## src/rtl/pcie_axi2sram_rd_pkg.sv

```systemverilog
`default_nettype none
// ============================================================================
// pcie_axi2sram_rd_pkg : shared AXI encodings and FSM states for the reader
// Revision: 1.0
// ============================================================================
package pcie_axi2sram_rd_pkg;

  localparam logic [1:0] BURST_FIXED = 2'b00;
  localparam logic [1:0] BURST_INCR  = 2'b01;
  localparam logic [1:0] BURST_WRAP  = 2'b10;

  localparam logic [1:0] RESP_OKAY   = 2'b00;

  localparam int BEAT_BYTES = 32;

  typedef enum logic [0:0] {
    ST_IDLE  = 1'b0,
    ST_BURST = 1'b1
  } state_t;

endpackage
`default_nettype wire

```

## src/rtl/pcie_axi2sram_rd_fifo.sv

```systemverilog
`default_nettype none
// ============================================================================
// axi_rd_fifo : synchronous FIFO with occupancy count for read beats
// Revision: 1.0
// ============================================================================
module axi_rd_fifo #(
  parameter int WIDTH = 257,
  parameter int DEPTH = 4
) (
  input  logic                     clk,
  input  logic                     rst_n,
  input  logic                     push,
  input  logic [WIDTH-1:0]         wdata,
  input  logic                     pop,
  output logic [WIDTH-1:0]         rdata,
  output logic                     empty,
  output logic [$clog2(DEPTH):0]   count
);

  localparam int PW = $clog2(DEPTH);

  logic [WIDTH-1:0] mem [DEPTH];
  logic [PW-1:0]    wr_ptr;
  logic [PW-1:0]    rd_ptr;
  logic             do_push;
  logic             do_pop;

  assign empty   = (count == '0);
  assign do_pop  = pop && !empty;
  assign do_push = push && ((count != (PW+1)'(DEPTH)) || do_pop);
  assign rdata   = mem[rd_ptr];

  always_ff @(posedge clk or negedge rst_n) begin
    if (!rst_n) begin
      wr_ptr <= '0;
      rd_ptr <= '0;
      count  <= '0;
    end else begin
      if (do_push) wr_ptr <= wr_ptr + PW'(1);
      if (do_pop)  rd_ptr <= rd_ptr + PW'(1);
      if (do_push && !do_pop)      count <= count + (PW+1)'(1);
      else if (do_pop && !do_push) count <= count - (PW+1)'(1);
    end
  end

  always_ff @(posedge clk) begin
    if (do_push) mem[wr_ptr] <= wdata;
  end

endmodule
`default_nettype wire

```

## src/rtl/pcie_axi2sram_rd.sv

```systemverilog
`default_nettype none
// ============================================================================
// pcie_axi2sram_rd : AXI4 read slave streaming bursts from a sync-read SRAM
// Revision: 1.0
// ============================================================================
module pcie_axi2sram_rd
  import pcie_axi2sram_rd_pkg::*;
#(
  parameter int DATA_WIDTH = 256,
  parameter int ADDR_WIDTH = 10,
  parameter int FIFO_DEPTH = 4
) (
  input  logic                  clk,
  input  logic                  rst_n,
  input  logic                  axi_arvalid,
  input  logic [63:0]           axi_araddr,
  input  logic [11:0]           axi_arlen,
  input  logic [2:0]            axi_arsize,
  input  logic [1:0]            axi_arburst,
  output logic                  axi_arready,
  output logic                  axi_rvalid,
  output logic [DATA_WIDTH-1:0] axi_rdata,
  output logic [1:0]            axi_rresp,
  output logic                  axi_rlast,
  input  logic                  axi_rready,
  output logic                  sram_ren,
  output logic [ADDR_WIDTH-1:0] sram_raddr,
  input  logic [DATA_WIDTH-1:0] sram_rdata
);

  localparam int OFS = $clog2(BEAT_BYTES);
  localparam int CW  = $clog2(FIFO_DEPTH) + 1;

  state_t                state;
  state_t                state_nx;
  logic [ADDR_WIDTH-1:0] addr;
  logic [12:0]           beats;
  logic [12:0]           issue_cnt;
  logic [1:0]            burst;
  logic                  inflight;
  logic                  inflight_last;
  logic [CW-1:0]         fifo_count;
  logic                  fifo_empty;
  logic [DATA_WIDTH:0]   fifo_head;
  logic                  ar_hs;
  logic                  pop;
  logic                  issue;
  logic                  unused_ok;

  assign unused_ok   = ^{axi_arsize, axi_araddr[63:ADDR_WIDTH+OFS], axi_araddr[OFS-1:0]};

  assign axi_arready = (state == ST_IDLE) && rst_n;
  assign ar_hs       = axi_arvalid && axi_arready;
  assign axi_rvalid  = !fifo_empty;
  assign pop         = axi_rvalid && axi_rready;
  assign axi_rdata   = axi_rvalid ? fifo_head[DATA_WIDTH-1:0] : '0;
  assign axi_rlast   = axi_rvalid && fifo_head[DATA_WIDTH];
  assign axi_rresp   = RESP_OKAY;

  // Credit: buffered plus in-flight entries, less a pop in this same cycle
  assign issue = (state == ST_BURST) && (issue_cnt < beats) &&
                 (({1'b0, fifo_count} + (CW+1)'(inflight)) <
                  ((CW+1)'(FIFO_DEPTH) + (CW+1)'(pop)));

  assign sram_ren   = issue;
  assign sram_raddr = addr;

  always_comb begin
    state_nx = state;
    case (state)
      ST_IDLE:  if (ar_hs) state_nx = ST_BURST;
      ST_BURST: if (pop && axi_rlast) state_nx = ST_IDLE;
      default:  state_nx = ST_IDLE;
    endcase
  end

  always_ff @(posedge clk or negedge rst_n) begin
    if (!rst_n) begin
      state         <= ST_IDLE;
      addr          <= '0;
      beats         <= '0;
      issue_cnt     <= '0;
      burst         <= BURST_INCR;
      inflight      <= 1'b0;
      inflight_last <= 1'b0;
    end else begin
      state         <= state_nx;
      inflight      <= issue;
      inflight_last <= issue && (issue_cnt == beats - 13'd1);
      if (ar_hs) begin
        addr      <= axi_araddr[ADDR_WIDTH+OFS-1:OFS];
        beats     <= {1'b0, axi_arlen} + 13'd1;
        issue_cnt <= '0;
        burst     <= axi_arburst;
      end else if (issue) begin
        issue_cnt <= issue_cnt + 13'd1;
        if (burst != BURST_FIXED) addr <= addr + ADDR_WIDTH'(1);
      end
    end
  end

  axi_rd_fifo #(
    .WIDTH (DATA_WIDTH + 1),
    .DEPTH (FIFO_DEPTH)
  ) u_fifo (
    .clk   (clk),
    .rst_n (rst_n),
    .push  (inflight),
    .wdata ({inflight_last, sram_rdata}),
    .pop   (pop),
    .rdata (fifo_head),
    .empty (fifo_empty),
    .count (fifo_count)
  );

endmodule
`default_nettype wire

```

## config.mk

```make
export PLATFORM = sky130hd
export DESIGN_NAME = pcie_axi2sram_rd
export DESIGN_NICKNAME = d
export VERILOG_FILES = /design/src/rtl/pcie_axi2sram_rd_pkg.sv /design/src/rtl/pcie_axi2sram_rd_fifo.sv /design/src/rtl/pcie_axi2sram_rd.sv
export SDC_FILE = /design/constraint.sdc
export NUM_CORES = 1
export LEC_CHECK = 0
export ABC_AREA = 1
export CORE_MARGIN = 2
export CORE_UTILIZATION = 55
export CTS_CLUSTER_SIZE = 25
export DETAILED_ROUTE_END_ITERATION = 8
export PLACE_DENSITY_LB_ADDON = 0.15
export SLEW_MARGIN = 10
export SYNTH_ARGS = -nofsm -noshare
export SYNTH_HDL_FRONTEND = slang
export SYNTH_SLANG_ARGS = --single-unit
```

## constraint.sdc

```tcl
create_clock -name clk -period 17.1 [get_ports clk]
set_input_delay 2.565 -clock clk [delete_from_list [all_inputs] [get_ports clk]]
set_output_delay 2.565 -clock clk [all_outputs]
set_load 0.01 [all_outputs]
```

== Yosys cells after proc, flatten, opt, wreduce, memory -nomap -nowiden ==
Memories as Yosys holds them, arrays and structs flattened.
Index checks and enable logic that the tools add are counted.

* Bitwise gates (word level): 1
* Eq/ne operators: 2
* Mux-type cells: 13
* Reductions and logical operators: 22
* $lt $le $gt $ge: 2
* Add/sub/neg operators: 10

{| class="wikitable"
|+ Operators by type and width
! operator !! number
|-
| 256-bit two-way mux || 1
|-
| 10-bit two-way mux || 3
|-
| 13-bit two-way mux || 2
|-
| 12-bit by 1-bit adder with 13-bit output (second input constant) || 1
|-
| 13-bit by 1-bit adder with 13-bit output (second input constant) || 1
|-
| 13-bit equality test || 1
|-
| 13-bit < comparator || 1
|-
| 13-bit by 1-bit subtractor with 13-bit output (second input constant) || 1
|-
| 1-bit logical AND || 12
|-
| 10-bit by 1-bit adder with 10-bit output (second input constant) || 1
|-
| 2-bit nonzero test || 4
|-
| 3-bit two-way mux || 2
|-
| 2-bit by 1-bit adder with 2-bit output (second input constant) || 2
|-
| 3-bit by 1-bit adder with 4-bit output || 1
|-
| 3-bit by 1-bit adder with 4-bit output (first input constant) || 1
|-
| 4-bit < comparator || 1
|-
| 1-bit two-way mux || 4
|-
| 3-bit by 1-bit adder with 3-bit output (second input constant) || 1
|-
| 1-bit logical NOT || 3
|-
| 3-bit logical NOT || 1
|-
| 3-bit inequality test (second input constant) || 1
|-
| 3-bit by 1-bit subtractor with 3-bit output (second input constant) || 1
|-
| 1-bit case mux with 2 select lines || 1
|-
| 2-bit AND reduction || 1
|-
| 2 further kinds || 2
|}

* Bits in registers: 48
* Output and inout bits: 272
* Word-level logic and storage cells: 61
* Bits in writable memories: 1028
* Memories: 1
* Input port bits: 341

{| class="wikitable"
|+ Memories
! name !! depth !! bits a word !! rd ports !! clocked after Yosys merged registers in !! wr ports !! RTL line !! text
|-
| u_fifo.mem || 4 || 257 || 1 || 0 || 1 || pcie_axi2sram_rd_fifo.sv:22 || <nowiki>logic [WIDTH-1:0] mem [DEPTH];</nowiki>
|}

== Logic depth before layout (Yosys ltp) ==
Gate-level depths: netlist of the first run.

* Word-level depth: 10
* Depth in mapped cells: 12
* Mapped depth without buffers: 12

== By module ==
Synthesis of the first run repeated with hierarchy kept, for this count alone.

* Cells, all modules: 4065
* Area, all modules: 45603.7 µm²

{| class="wikitable"
|+ By module, submodules not included
! module !! cells an instance !! instances !! sequential area each (µm²) !! area an instance (µm²)
|-
| axi_rd_fifo || 3061 || 1 || 31044.8 || 40441.3
|-
| pcie_axi2sram_rd || 1004 || 1 || 1027.2 || 5162.5
|}

== Least setup slack after synthesis of the first run ==
No wires, ideal clock.

* Kind: input-to-reg
* Start: input port axi_rready
* End: memory u_fifo.mem[0][0], enable pin
* Library setup time: 0.879 ns
* Path buffers: 1
* Data required time: 16.221 ns
* Stages: 6
* Arrival time: 13.767 ns
* Slack: 2.454 ns
* Cells stage by stage: inv_1 -> nand3_1 -> and2_1 -> clkbuf_1 -> inv_1 -> nor2_1

* Word-level cells in the longest chain between the ends: 6

{| class="wikitable"
|+ Ends and longest elaborated chain
! item !! RTL line !! text
|-
| from (decl) || pcie_axi2sram_rd.sv:25 || <nowiki>input logic axi_rready,</nowiki>
|-
| 1-bit logical AND || pcie_axi2sram_rd.sv:55 || <nowiki>assign pop = axi_rvalid && axi_rready;</nowiki>
|-
| 1-bit logical AND || pcie_axi2sram_rd_fifo.sv:29 || <nowiki>assign do_pop = pop && !empty;</nowiki>
|-
| 1-bit logical OR || pcie_axi2sram_rd_fifo.sv:30 || <nowiki>assign do_push = push && ((count != (PW+1)'(DEPTH)) || do_pop);</nowiki>
|-
| 1-bit logical AND || pcie_axi2sram_rd_fifo.sv:30 ||
|-
| net u_fifo.do_push || pcie_axi2sram_rd_fifo.sv:25 || <nowiki>logic do_push;</nowiki>
|-
| 1-bit two-way mux || pcie_axi2sram_rd_fifo.sv:47 || <nowiki>if (do_push) mem[wr_ptr] <= wdata;</nowiki>
|-
| 1-bit two-way mux (not written as such) || pcie_axi2sram_rd_fifo.sv:47 ||
|-
| to (decl) || pcie_axi2sram_rd_fifo.sv:22 ||
|}

The timed path passes the listed nets, and every way through them passes these cells.

== Final worst setup path of the first run ==
* Start: input port axi_rready
* End: output port sram_ren

* Word-level cells in the longest chain between the ends: 4

{| class="wikitable"
|+ Ends and longest elaborated chain
! item !! RTL line !! text
|-
| 1-bit logical AND || pcie_axi2sram_rd.sv:55 ||
|-
| 3-bit by 1-bit adder with 4-bit output || pcie_axi2sram_rd.sv:63 || <nowiki>((CW+1)'(FIFO_DEPTH) + (CW+1)'(pop)));</nowiki>
|-
| 4-bit < comparator || pcie_axi2sram_rd.sv:62 || <nowiki>(({1'b0, fifo_count} + (CW+1)'(inflight)) <</nowiki>
|-
| 1-bit logical AND || pcie_axi2sram_rd.sv:61 || <nowiki>assign issue = (state == ST_BURST) && (issue_cnt < beats) &&</nowiki>
|-
| to (decl) || pcie_axi2sram_rd.sv:26 || <nowiki>output logic sram_ren,</nowiki>
|}

No other way between the ends.

==> summary.md, run 1 <==
The flow ran to the end, and the final reports show no timing, DRC or antenna violations. On the worst path, the slowest cell contributes a delay of 0.60 ns. The number of fillers in the final layout was 5464; the cell area reported after detailed placement was 0.0492 sq mm.

The number of endpoints with negative hold slack in the final report was 0. The core box area was 0.0773 sq mm. The share of layout cells above drive strength 1 came out at 0.0494.

The startpoint identified for the worst hold timing path is burst[0]. In this run the clock root is driven by a sky130_fd_sc_hd__clkbuf_16. Busiest layer in global routing: met2. The die covers 0.0804 sq mm. The worst min-delay path endpoint was burst[0]. For the initial antenna violation count, the log shows 24. The slowest stage of the critical path belongs to the cell sky130_fd_sc_hd__clkdlybuf4s50_1. The critical path class was in -> out.

For the reported leakage power, the log shows 17.9 nW. Across the run, the number of max-cap violations was 0. Most frequent standard cell in the layout excluding fill and tap cells: sky130_fd_sc_hd__nor2_1. IR analysis of the VDD net gives a maximum drop of 0.180 mV. The final number of max-transition violations was 0; the post-synthesis instance total was 3521. The number of buffers added to fix hold violations after cts is 0, and the final-stage net count is 4367. After clock tree synthesis, the repair step resized 0 gates. The global-route met2 utilization was 0.411. The reg-to-reg setup timing slack was 12.98 ns.

Overall die height: 283 um. Traced cell by cell, the critical path runs through clkdlybuf4s50_1 -> inv_1 -> nor2_8 -> nand2_2 -> nand2_2 -> nand3_4 -> inv_1 -> clkdlybuf4s50_1. Counting instances, the worst hold path has a depth of 2. The slew at the pin closest to its max-slew limit was 1.15 ns; the mean post-synth cell area was 12.2 sq um.

The maximum number of pins on one net before global-route repair is 227. The effective utilization at floorplan was 0.555; the critical path data required time was 14.53 ns. The number of rows created at floorplan came out at 102. In the final routed layout, each cell accounts on average for 20.1 um.

Counting both buffers and inverters, the worst setup path holds a total of 4. The number of global-route vias before repair was 26565. The netlist uses 39 different library cells. Based on the critical path, the design can be clocked at up to 0.142 GHz. After detailed routing, the total wire length is 103000 um. The area growth from synthesis to layout is 22.6%. CTS built an H-tree with a depth of 3. Counting along the longest clock path gives a buffer depth of 3. The worst register-to-register path ends at u_fifo.mem[0][166].

The count of clock tree sinks is 1076, and the last weighted congestion value of the routability-driven placer is 0.826. In this run the worst hold path is classified as reg -> reg. The register bit count reported by yosys works out to 1076.

Setup repair after global routing left no endpoint under its margin. The tools report the fraction of the core area covered by cells at the end of the flow as 0.681. The tools report the endpoint kind of the worst setup timing path as an output port. The HPWL after detailed placement is 56400 um. At the later pin of the worst-skew pair, clock insertion delay measures 0.67 ns. The worst setup path is launched from a primary input. The horizontal die dimension came out at 283 um. The number of cells on the worst reg-to-reg path is 7.

Clock-pin slew was measured on the worst setup and hold paths at 0.06 ns. Grouping stages by cell kind, the critical path spends the most delay in buffers and inverters. For this run the aggregate overflow at the end of global routing stands at 0. The number of I/O port buffers is 553.

The routed layout has 27973 vias. The met1 global-route usage is 0.327. After detailed routing, the number of remaining DRC violations is 0. The tools report the worst relative slew slack as 0.231. The total CTS buffers is 107, and the overall power is 0.00966 W. Post-CTS timing repair inserted 0 buffers for setup. In this run the worst setup path begins at axi_rready. The met3 track demand over resource in global routing is 0.0606. TritonCTS built the clock tree.

The peak fanout along the critical path is 8. The post-route clock skew was 0.0328 ns; the power density over the cells was 183 mW/mm^2. The starting DRC count in detailed routing is 2222, and the setup total negative slack is 0 ns. The share of the cycle needed by the critical path after routing is 0.413, and the cell area after synthesis is 0.0430 sq mm.

The number of antenna-violating nets in the routed design was 0; the per-cell via count in the routed design was 5.43. In the layout the commonest cells are 1084 x sky130_fd_sc_hd__nor2_1, 1028 x sky130_fd_sc_hd__edfxtp_1, 552 x sky130_fd_sc_hd__clkdlybuf4s50_1, 446 x sky130_fd_sc_hd__o21ai_0, 264 x sky130_fd_sc_hd__a21oi_1. The pre-antenna-repair detailed-routing pass consisted of 5 iterations.

After routing the design area is 0.0527 sq mm. The count of yosys warnings during synthesis is 0. Data on the critical path arrives at its endpoint at 4.49 ns. The worst register-to-register path begins at u_fifo.count[1]. The first global-routing pass estimated 155000 um of wire. Pin placement for this block handled 613 I/O pins. The sequential share of the synthesized area was 0.747; the total track usage was 0.250. The clock period could shrink to 7.06 ns. The run gives 0 as the setup-violating endpoint count in the final report.
cells by family (layout without fill, tap and decap cells):
logic type | after synthesis | count (layout) | synth area share
multiplexers | 1 | 1 | 0.000262
adder cells (fa/ha/maj) | 25 | 25 | 0.00746
buffers and inverters | 269 | 839 | 0.0258
AO/OA/AOI/OAI | 816 | 816 | 0.0954
XOR/XNOR | 34 | 34 | 0.00725
flip-flops | 1076 | 1076 | 0.747
AND/OR/NAND/NOR | 1299 | 1299 | 0.117
other | 1 | 19 | 0.0000873
stage by stage:
stage / hold slack [ns] / setup WS, ns / std cells
finish: 0.469 / 10.04 / 5149
global route: 0.500 / 9.81 / 5146
CTS: 0.469 / 10.04 / 5132
detailed placement: 0.459 / 10.06 / 4932
global placement: 0.458 / 10.07 / 4932
floorplan: 0.448 / 2.45 / 3522
synthesized netlist by cell type, drive strengths merged:
cell type / instances / area share
nor2: 1090 / 0.096
edfxtp: 1028 / 0.72
o21ai: 544 / 0.063
a21oi: 264 / 0.031
nand2: 138 / 0.012
clkbuf: 124 / 0.011
buf: 86 / 0.0098
inv: 58 / 0.0051
nand3: 54 / 0.0066
dfrtp: 47 / 0.027
ha: 24 / 0.0070
xor2: 23 / 0.0047
nand4: 10 / 0.0015
xnor2: 10 / 0.0020
nor3: 4 / 0.00047
o22ai: 3 / 0.00044
nand3b: 2 / 0.00035
a22oi: 1 / 0.00017
a31oi: 1 / 0.00015
and2: 1 / 0.00015
clkinv: 1 / 0.000087
conb: 1 / 0.000087
dfstp: 1 / 0.00061
fa: 1 / 0.00047
mux2: 1 / 0.00026
o21a: 1 / 0.00017
o21bai: 1 / 0.00017
o31ai: 1 / 0.00017
xnor3: 1 / 0.00052
flip-flops by register name (all words and copies together), names as in the netlist:
register and flops:
inflight_last 1, inflight 1, u_fifo.wr_ptr 2, u_fifo.count 3, u_fifo.rd_ptr 2, sram_raddr 10
u_fifo.mem 1028, burst 2, state 1, beats 13, issue_cnt 13
cell type report:
class / instances / area [sq um] / share of cell area
diodes: 17 / 42.5 / 0.000808
clock buffers: 125 / 2790 / 0.0529
clock inverters: 75 / 604 / 0.0115
inverters: 59 / 244 / 0.00463
multi-input cells: 2177 / 9810 / 0.186
flip-flops and latches: 1076 / 32100 / 0.609
well taps: 1040 / 1300 / 0.0247
repair buffers: 580 / 5810 / 0.110
per-layer routing:
metal | vias up | wire [um]
met5 | - | 123
met4 | 20 | 3050
met3 | 164 | 7980
met2 | 867 | 51400
met1 | 13529 | 40900
li1 | 13393 | -
tightest hold or removal path, stage by stage (launching register included):
cell and delay [ns]:
sky130_fd_sc_hd__dfstp_2 0.37, sky130_fd_sc_hd__nand2_1 0.06, sky130_fd_sc_hd__nand2_1 0.05
power by group:
| group | total [W] | internal [W] | switching (W) |
|---|---|---|---|
| Clock | 0.00223 | 0.00127 | 0.000960 |
| Combinational | 0.00394 | 0.00159 | 0.00235 |
| Sequential | 0.00349 | 0.00332 | 0.000171 |
| Total | 0.00966 | 0.00618 | 0.00348 |
worst max-delay path by stage:
stage	end	slack [ns]	depth (start not counted)
2_1_floorplan	u_fifo.mem[0][0]	2.45	6
3_3_place_gp	sram_ren	10.07	8
3_5_place_dp	sram_ren	10.06	8
4_1_cts	sram_ren	10.04	8
5_1_grt	axi_rdata[149]	9.81	7
6_report	sram_ren	10.04	8
No activity file was read; power rests on OpenSTA's default activity.
==> run 2, diff against run 1 <==
CORE_UTILIZATION = 49   (was 55)
clock period = 6.4 ns   (was 17.1 ns; I/O delays follow)
==> run 2 against run 1 <==
Clock skew fell by 0.0094 ns; combinational power rose to 2.7 times the previous value; final cell count rose by 2.4%.
==> summary.md, run 2 (synthesis results as in run 1) <==
Share of the cycle needed by the critical path after routing: 0.743. The tools report the vias after detailed routing as 27908. The core box area is 0.0869 sq mm, and the reported leakage power is 18.0 nW. The number of global-route vias before repair is 26605, and the peak fanout along the critical path is 191. Measured along the x axis, the die boundary spans 300 um. Following the worst setup path forward leads to its endpoint at axi_rdata[141]. The worst setup path is of the reg -> out kind. Summed over all failing endpoints, the final setup total negative slack is 0 ns.

The number of buffers added to fix hold violations after cts was 0; the number of rows created at floorplan was 108. The last weighted congestion value of the routability-driven placer came out at 0.795. The power density over the cells works out to 488 mW/mm^2. The number of endpoints with negative hold slack in the final report is 0. The share of total power in the clock network is 0.232, and the effective utilization at floorplan is 0.494. The H-tree was split into 3 levels. For the number of fillers in the final layout, the log shows 6699. The logs give 0 for the max capacitance violation total and 4379 for the final-stage net count. For the initial antenna violation count, the log shows 26.

The post-CTS setup repair buffer count came out at 0. The share of power burned in registers was 0.358; the placed cell count was 5057. STA puts the critical path data arrival time at 3.80 ns. The switching share of power is 0.359, and the number of placed I/O pins is 613. The internal portion of the total power is 0.0166 W.

The run gives 0.610 as the fraction of the core area covered by cells at the end of the flow. TritonCTS built the clock tree. On the final layout, the worst clock skew is 0.0234 ns.

The tools report the buffer cell driving the clock tree root as sky130_fd_sc_hd__clkbuf_16. The die covers 0.0901 sq mm. The worst relative slew slack is 0.245. Final routed DRC violation total: 0.

The register with the most flip-flops in the layout has 1028 of them. In this run the remaining antenna-violating nets after routing total 0. Setup repair after global routing left no endpoint under its margin. The endpoint kind of the worst setup timing path was an output port.

The final number of max-transition violations is 0, and the worst reg-to-reg path cell count is 6. u_fifo.mem holds more flip-flops than any other register. The tools report the tightest hold margin as 0.410 ns. Area growth from synthesis to final layout: 23.4%.

For the worst slack at placement, the log shows 2.32 ns. The clock slew at the register clock pins of the worst setup and hold paths works out to 0.06 ns. The post-cts resize count came out at 0. The analysis attributes to net switching a power of 0.00930 W. The total track usage was 0.229. In the final layout, the registers with the most flip-flops are u_fifo.mem: 1028 flops, beats: 13 flops, issue_cnt: 13 flops. In this run, CTS created clock tree buffers numbering 109. The number of I/O port buffers was 553. No sink is reached through more buffers than the 3 on the longest clock path.

The first detailed-routing pass took 5 iterations. Setup violations remaining at the end of the flow were counted as 0. Maximum number of pins on one net before global-route repair: 223.

The average wire per standard cell came out at 20.0 um. The endpoint identified for the worst register-to-register timing path is u_fifo.mem[2][194]. The min-delay analysis places its worst path in the category in -> async. In this run, the number of DRC markers left after iteration 0 of detailed routing was 2031. The library cell used most frequently in the layout, excluding fill and tap cells, is sky130_fd_sc_hd__nor2_1. The tools report the category of the worst setup path launch point as a register. In this run the vertical extent of the chip is 300 um. For the insertion delay to the later sink of the worst-skew pair, the log shows 0.69 ns. IR analysis of the VDD net gives a maximum drop of 0.382 mV. The critical path starts at u_fifo.rd_ptr[0]. Across the whole layout, storage elements account for 0.0321 sq mm.

The multi-input combinational cells in the finished layout cover a total of 0.00981 sq mm. The run gives 5272 as the filler-free cell count of the finished design. The time the worst path needs with I/O delays and setup was 4.76 ns. The count of clock tree sinks was 1076.

Walking the worst path, the cells encountered are inv_8 -> buf_4 -> o21ai_0 -> a21oi_1 -> clkdlybuf4s50_1. In this run the critical register-to-register path is launched from u_fifo.count[0]. Once routing completed, OpenROAD measured the worst setup slack at 1.64 ns. The overall routed net length was 105000 um. The top cell types in the final layout, fill and taps aside, are 1084 x sky130_fd_sc_hd__nor2_1, 1028 x sky130_fd_sc_hd__edfxtp_1, 552 x sky130_fd_sc_hd__clkdlybuf4s50_1, 446 x sky130_fd_sc_hd__o21ai_0, 264 x sky130_fd_sc_hd__a21oi_1. The per-cell via count in the routed design is 5.29, and the largest stage delay on the critical path is 0.69 ns. The wire length of the first global-routing pass is 158000 um.

The flow ran to the end, and the final reports show no timing, DRC or antenna violations. The slew at the pin closest to its max-slew limit came out at 1.13 ns. The share of layout cells above drive strength 1 came out at 0.0509. The reg-to-reg setup timing slack was 3.45 ns.

The logs give 5.44 ns for the critical path data required time and 58600 um for the placed wire-length estimate after detailed placement. The tools report the maximum clock rate as 0.210 GHz. Summed over all layers, the global routing overflow is 0. The highest-delay cell along the critical path is sky130_fd_sc_hd__inv_8. For the part of the power in combinational logic, the log shows 0.410.
run 2: how the worst min path moves through the flow:
stage          startpoint           end  slack (ns)
2_1_floorplan    burst[0]      burst[0]        0.45
3_3_place_gp     burst[1]      burst[1]        0.47
3_5_place_dp     burst[1]      burst[1]        0.47
4_1_cts             rst_n      beats[7]        0.40
5_1_grt             rst_n  issue_cnt[2]        0.45
6_report            rst_n  issue_cnt[2]        0.41
run 2: per-layer routing:
| metal | global-route usage | up-vias | wire [um] |
|---|---|---|---|
| met1 | 0.287 | 13490 | 42100 |
| met5 | 0 | - | 244 |
| met4 | 0.0808 | 36 | 3190 |
| met2 | 0.382 | 780 | 51800 |
| met3 | 0.0654 | 198 | 7910 |
| li1 | - | 13404 | - |
run 2: stage by stage:
stage,area [sq um],power [W]
6_report,53000,0.0259
5_1_grt,53000,0.0274
4_1_cts,53000,0.0262
3_5_place_dp,49600,0.0201
3_3_place_gp,49600,0.0200
2_1_floorplan,43000,0.0152
run 2: area by class of cell:
| cell class | instances | share of cell area |
|---|---|---|
| diodes | 12 | 0.000566 |
| clock buffers | 133 | 0.0536 |
| clock inverters | 70 | 0.0106 |
| inverters | 59 | 0.00460 |
| multi-input cells | 2177 | 0.185 |
| flip-flops and latches | 1076 | 0.605 |
| well taps | 1155 | 0.0273 |
| repair buffers | 590 | 0.113 |
run 2: critical path, delay by kind of cell (launching register included):
family / cells / cell delay [ns]
buffers and inverters: 3 / 1.87
flip-flops: 1 / 0.62
AO/OA/AOI/OAI: 2 / 0.40
run 2: power groups by stage:
stage	combinational, W	sequential (W)	clock [W]
floorplan	0.00567	0.00948	0
global placement	0.0107	0.00937	0
detailed placement	0.0107	0.00940	0
CTS	0.0108	0.00926	0.00613
global route	0.0117	0.00935	0.00640
finish	0.0106	0.00926	0.00600
